--- src/rtl/piece_spawner.sv ---
// Tetromino spawner: one-piece preview fed by a 7-bag randomizer.
// An LFSR proposes candidates; DRAW retries until the bag accepts one.
module piece_spawner #(
    parameter logic [3:0]  SPAWN_X = 4'd3,
    parameter logic [4:0]  SPAWN_Y = 5'd0,
    parameter logic [15:0] SEED    = 16'hACE1
) (
    input  logic        clk,
    input  logic        rst,
    input  logic        spawn_req,
    output logic        spawn_valid,
    output logic [0:15] float,
    output logic [3:0]  pos_x,
    output logic [4:0]  pos_y,
    output logic [2:0]  piece_type,
    output logic [2:0]  next_type,
    output logic        busy
);

    typedef enum logic {
        S_IDLE,
        S_DRAW
    } state_e;

    state_e      state_q, state_d;
    logic [15:0] lfsr_q, lfsr_d;
    logic [6:0]  used_q, used_d;
    logic [2:0]  attempt_q, attempt_d;
    logic [0:15] float_q, float_d;
    logic [3:0]  pos_x_q, pos_x_d;
    logic [4:0]  pos_y_q, pos_y_d;
    logic [2:0]  piece_type_q, piece_type_d;
    logic [2:0]  next_type_q, next_type_d;
    logic        valid_q, valid_d;

    logic [2:0]  cand;
    logic [7:0]  used_ext;
    logic        cand_ok;
    logic [2:0]  lowest_free;
    logic [2:0]  pick;
    logic [6:0]  used_new;
    logic        feedback;

    function automatic logic [0:15] mask_of(input logic [2:0] t);
        logic [0:15] m;
        case (t)
            3'd0:    m = 16'b0000_1111_0000_0000;
            3'd1:    m = 16'b0110_0110_0000_0000;
            3'd2:    m = 16'b0100_1110_0000_0000;
            3'd3:    m = 16'b0110_1100_0000_0000;
            3'd4:    m = 16'b1100_0110_0000_0000;
            3'd5:    m = 16'b1000_1110_0000_0000;
            3'd6:    m = 16'b0010_1110_0000_0000;
            default: m = 16'b0;
        endcase
        return m;
    endfunction

    assign cand     = lfsr_q[2:0];
    // Candidate 7 maps onto a permanently "used" slot so it is always rejected.
    assign used_ext = {1'b1, used_q};
    assign cand_ok  = !used_ext[cand];
    assign feedback = lfsr_q[15] ^ lfsr_q[13] ^ lfsr_q[12] ^ lfsr_q[10];

    always_comb begin
        lowest_free = 3'd0;
        for (int k = 6; k >= 0; k--) begin
            if (!used_q[k]) begin
                lowest_free = k[2:0];
            end
        end
    end

    assign pick     = cand_ok ? cand : lowest_free;
    assign used_new = used_q | (7'd1 << pick);

    always_comb begin
        state_d      = state_q;
        lfsr_d       = lfsr_q;
        used_d       = used_q;
        attempt_d    = attempt_q;
        float_d      = float_q;
        pos_x_d      = pos_x_q;
        pos_y_d      = pos_y_q;
        piece_type_d = piece_type_q;
        next_type_d  = next_type_q;
        valid_d      = 1'b0;

        case (state_q)
            S_IDLE: begin
                if (spawn_req) begin
                    float_d      = mask_of(next_type_q);
                    piece_type_d = next_type_q;
                    pos_x_d      = SPAWN_X;
                    pos_y_d      = SPAWN_Y;
                    valid_d      = 1'b1;
                    state_d      = S_DRAW;
                end
            end
            S_DRAW: begin
                lfsr_d = {lfsr_q[14:0], feedback};
                if (cand_ok || attempt_q == 3'd7) begin
                    next_type_d = pick;
                    used_d      = (used_new == 7'h7F) ? 7'h00 : used_new;
                    attempt_d   = 3'd0;
                    state_d     = S_IDLE;
                end else begin
                    attempt_d = attempt_q + 3'd1;
                end
            end
            default: state_d = S_DRAW;
        endcase
    end

    always_ff @(posedge clk) begin
        if (rst) begin
            state_q      <= S_DRAW;
            lfsr_q       <= SEED;
            used_q       <= 7'h00;
            attempt_q    <= 3'd0;
            float_q      <= 16'b0;
            pos_x_q      <= 4'd0;
            pos_y_q      <= 5'd0;
            piece_type_q <= 3'd0;
            next_type_q  <= 3'd0;
            valid_q      <= 1'b0;
        end else begin
            state_q      <= state_d;
            lfsr_q       <= lfsr_d;
            used_q       <= used_d;
            attempt_q    <= attempt_d;
            float_q      <= float_d;
            pos_x_q      <= pos_x_d;
            pos_y_q      <= pos_y_d;
            piece_type_q <= piece_type_d;
            next_type_q  <= next_type_d;
            valid_q      <= valid_d;
        end
    end

    assign spawn_valid = valid_q;
    assign float       = float_q;
    assign pos_x       = pos_x_q;
    assign pos_y       = pos_y_q;
    assign piece_type  = piece_type_q;
    assign next_type   = next_type_q;
    assign busy        = (state_q != S_IDLE);

endmodule

--- config.mk ---
export PLATFORM = sky130hd
export DESIGN_NAME = piece_spawner
export DESIGN_NICKNAME = d
export VERILOG_FILES = /design/src/rtl/piece_spawner.sv
export SDC_FILE = /design/constraint.sdc
export NUM_CORES = 1
export LEC_CHECK = 0
export CORE_MARGIN = 5
export CORE_UTILIZATION = 35
export CTS_CLUSTER_SIZE = 25
export DETAILED_ROUTE_END_ITERATION = 12
export PLACE_DENSITY = 0.53
export SETUP_SLACK_MARGIN = 0.05
export SLEW_MARGIN = 10
export SYNTH_ARGS = -nofsm -noshare
export SYNTH_HDL_FRONTEND = slang
export SYNTH_SLANG_ARGS = --single-unit
--- constraint.sdc ---
create_clock -name clk -period 2.2 [get_ports clk]
set_input_delay 0.44 -clock clk [delete_from_list [all_inputs] [get_ports clk]]
set_output_delay 0.44 -clock clk [all_outputs]
set_load 0.05 [all_outputs]
==> results.md <==
| Metric | Value | Unit |
|---|---|---|
| Hold_buf cts | 0 | - |
| Total of endpoints with negative setup slack in the final report | 0 | - |
| Number of buffers created by CTS | 5 | - |
| Total global-route track usage | 0.120 | - |
| Most common cell after layout, fill and taps aside | dfxtp_1 | - |
| Async SR Flop Fraction | 0 | - |
| Full die area | 7530 | um^2 |
| IR drop worst, VDD | 647 | uV |
| Fin Clk Skew | 0.0109 | ns |
| GP Congestion | 0.838 | - |
| Min-delay worst type | flip-flop to flip-flop | - |
| Post-synthesis sequential area ratio | 0.408 | - |
| Per-cell routed wire length | 13.4 | um |
| Unrepaired setup endpoints after global routing | no | - |
| DIE WIDTH | 86.8 | um |
| Most frequent cells in the layout | dfxtp_1, nor2_1, mux2i_1, buf_4, nand2_1 | - |
| Post-synthesis area per instance | 9.29 | um^2 |
| Crit Path Class | flip-flop to flip-flop | - |
| Vias per Instance | 4.98 | - |
| Utilization of the core after routing | 0.430 | - |
| Critical Path End Type | flip-flop | - |
| Data arrival, critical path | 2.25 | ns |
| Placed cells | 315 | - |
| Non-Filler Instances | 324 | - |
| Type of element launching the critical path | flip-flop | - |
| P_sw | 1.35 | mW |
| Clock tree from TritonCTS | yes | - |
| Hold_ws | 0.456 | ns |
| Yosys warns | 0 | - |
| Drt drc | 0 | - |
| Worst-path maximum fanout | 8 | - |
| Flops & latches, synth | 42 | - |
| Number of global-route vias before repair | 1509 | - |
| Mapped cell area | 2060 | um^2 |
| Final Net Count | 253 | - |
| Area growth from synthesis to layout | 21.2 | % |
| Pwr/cell area | 1310 | nW/um^2 |
| Main flop type after synthesis | dfxtp_1 | - |
| Net switching share of the total power | 0.410 | - |
| Clock power share | 0.186 | - |
| Estimated wirelength of the detail-placed design | 3040 | um |
| Depth of the CTS H-tree | 2 | - |
| Cell internal pwr | 1.93 | mW |
| Standard-cell row count | 28 | - |
| Clock sink total | 42 | - |
| Status | complete, no violations | - |
| GR Overflow Total | 0 | - |
| Clock-pin transition on the worst setup and hold timing paths | 0.09 | ns |
| Placement Setup Slack | -0.0174 | ns |
| Peak Freq | 483 | MHz |
| Core box area | 5820 | um^2 |
| Number of nets still failing antenna checks after routing | 0 | - |
| Number of port buffers | 19 | - |
| Synth cell types | 51 | - |
| Insertion delay of the later-clocked pin in the worst-skew pair | 0.30 | ns |
| Headroom to the max-slew limit | 0.568 | - |
| Effective utilization at floorplan | 0.355 | - |
| Slack of the critical path | 0.129 | ns |
| Post-synth EDFFs | 0 | - |
| Final critical delay including setup and external delays | 2.07 | ns |
| # diodes | 0 | - |
| Initial DRC count | 186 | - |
| Number of detailed-routing iterations run before antenna repair | 4 | - |
| Seq pwr share | 0.338 | - |
| Boundary Pins | 36 | - |
| CTS Buffer Depth | 2 | - |
| Share of the clock period used by the worst path after layout | 0.941 | - |
| First-pass GRT wire length | 7180 | um |
| Maximum number of pins on one net before global-route repair | 22 | - |
| Antenna violations before repair | 0 | - |
| Share of total power in combinational logic | 0.475 | - |
| Hold violation total from the final report | 0 | - |
| Tightest Pin Transition | 0.642 | ns |
| Max-cap check violation count | 0 | - |
| Leakage dissipation | 1.04 | nW |
| Total wirelength of the detailed-routed design | 4350 | um |
| Die extent in y | 86.8 | um |
| Cells after Synth | 222 | - |
| CP required | 2.38 | ns |
| Fraction of final layout cells sized beyond drive strength 1 | 0.173 | - |
| Clock tree root driver cell | clkbuf_8 | - |
| Number of max-slew violations in the final report | 0 | - |
| Routed via count | 1614 | - |
-- cell usage after synthesis, types with 2 or more instances --
library cell  number  share of area
xnor2_1            3          0.013
mux2i_1           19          0.092
a22oi_1            2         0.0073
ha_1               2          0.012
nand2b_1           3         0.0091
nand2_1           17          0.031
o211ai_1           2         0.0073
buf_2              7          0.017
a31oi_1            4          0.012
and2_1             2         0.0061
o21ai_0            5          0.012
dfxtp_1           42           0.41
a211oi_1           7          0.025
a21oi_1            5          0.012
nand3_1            5          0.012
clkbuf_1           7          0.013
nand4_1            2         0.0061
buf_4             17          0.062
clkinv_1           2         0.0036
nor2_1            21          0.038
nor3_1             3         0.0073
xor2_1             2         0.0085
inv_1              5         0.0091
a22o_1             8          0.034
a221oi_1           2         0.0085
a21o_1             3          0.011
-- what timing repair did --
item                                    CTS  global route
setup buffers                             0             1
resized for setup                         4             7
pin swaps                                 0             3
endpoints found under the setup margin    8             7
hold endpoints to repair                  0             0
-- state kept, by name, indices dropped and copies added, names as in the netlist --
signal       cells
lfsr_q          16
next_type        3
piece_type       3
pos_x            1
busy             1
spawn_valid      1
float            7
attempt_q        3
used_q           7
-- kinds of logic after synthesis --
| family | count (synthesis) | synth area share |
|---|---|---|
| multiplexers | 21 | 0.105 |
| AO/OA/AOI/OAI | 51 | 0.204 |
| adder cells (fa/ha/maj) | 2 | 0.0121 |
| other | 1 | 0.00182 |
| flip-flops | 42 | 0.408 |
| AND/OR/NAND/NOR | 60 | 0.137 |
| buffers and inverters | 40 | 0.112 |
| XOR/XNOR | 5 | 0.0212 |
-- power by group through the flow --
stage / combinational (mW) / clock (mW) / sequential, mW
after floorplan: 0.961 / 0 / 1.25
after global placement: 1.50 / 0 / 1.12
after detailed placement: 1.50 / 0 / 1.13
after CTS: 1.51 / 0.638 / 1.11
after global routing: 1.70 / 0.671 / 1.14
final: 1.56 / 0.611 / 1.11
-- layer usage --
metal  GRT usage  vias to the layer above  wire length [um]
met3      0.0323                        4               264
met2       0.192                       47              2070
li1            -                      812                 -
met4      0.0538                        0                39
met1       0.152                      751              1980
met5           0                        -                 0
-- path summary, 6_finish.rpt --
check / depth (start not counted) / start / endpoint / slack [ns]
hold / removal: 2 / float[1]$_SDFFE_PP0P_ / float[1]$_SDFFE_PP0P_ / 0.46
hold reg to reg: 2 / float[1]$_SDFFE_PP0P_ / float[1]$_SDFFE_PP0P_ / 0.46
setup / recovery: 6 / used_q[6]$_SDFFE_PP0P_ / used_q[4]$_SDFFE_PP0P_ / 0.13
setup reg to reg: 6 / used_q[6]$_SDFFE_PP0P_ / used_q[4]$_SDFFE_PP0P_ / 0.13
-- layout make-up --
type	instances	area (um^2)
well taps	75	93.8
clock inverters	2	37.5
flip-flops and latches	42	845
multi-input cells	155	1090
clock buffers	6	72.6
inverters	7	26.3
fillers	579	3320
repair buffers	37	332
-- worst max-delay path, stage by stage, from the launching register on --
cell       delay [ns]
dfxtp_1          0.45
mux2_2           0.24
o2bb2ai_4        0.10
a2111o_1         0.42
a211o_1          0.30
a32oi_4          0.29
a221oi_1         0.14
-- metrics by stage --
step           area [um^2]  TNS, ns  power, mW
2_1_floorplan         2120        0       2.21
3_3_place_gp          2330        0       2.62
3_5_place_dp          2330  -0.0249       2.62
4_1_cts               2460        0       3.26
5_1_grt               2500        0       3.51
6_report              2500        0       3.28
(Power assumes the default switching activity.)
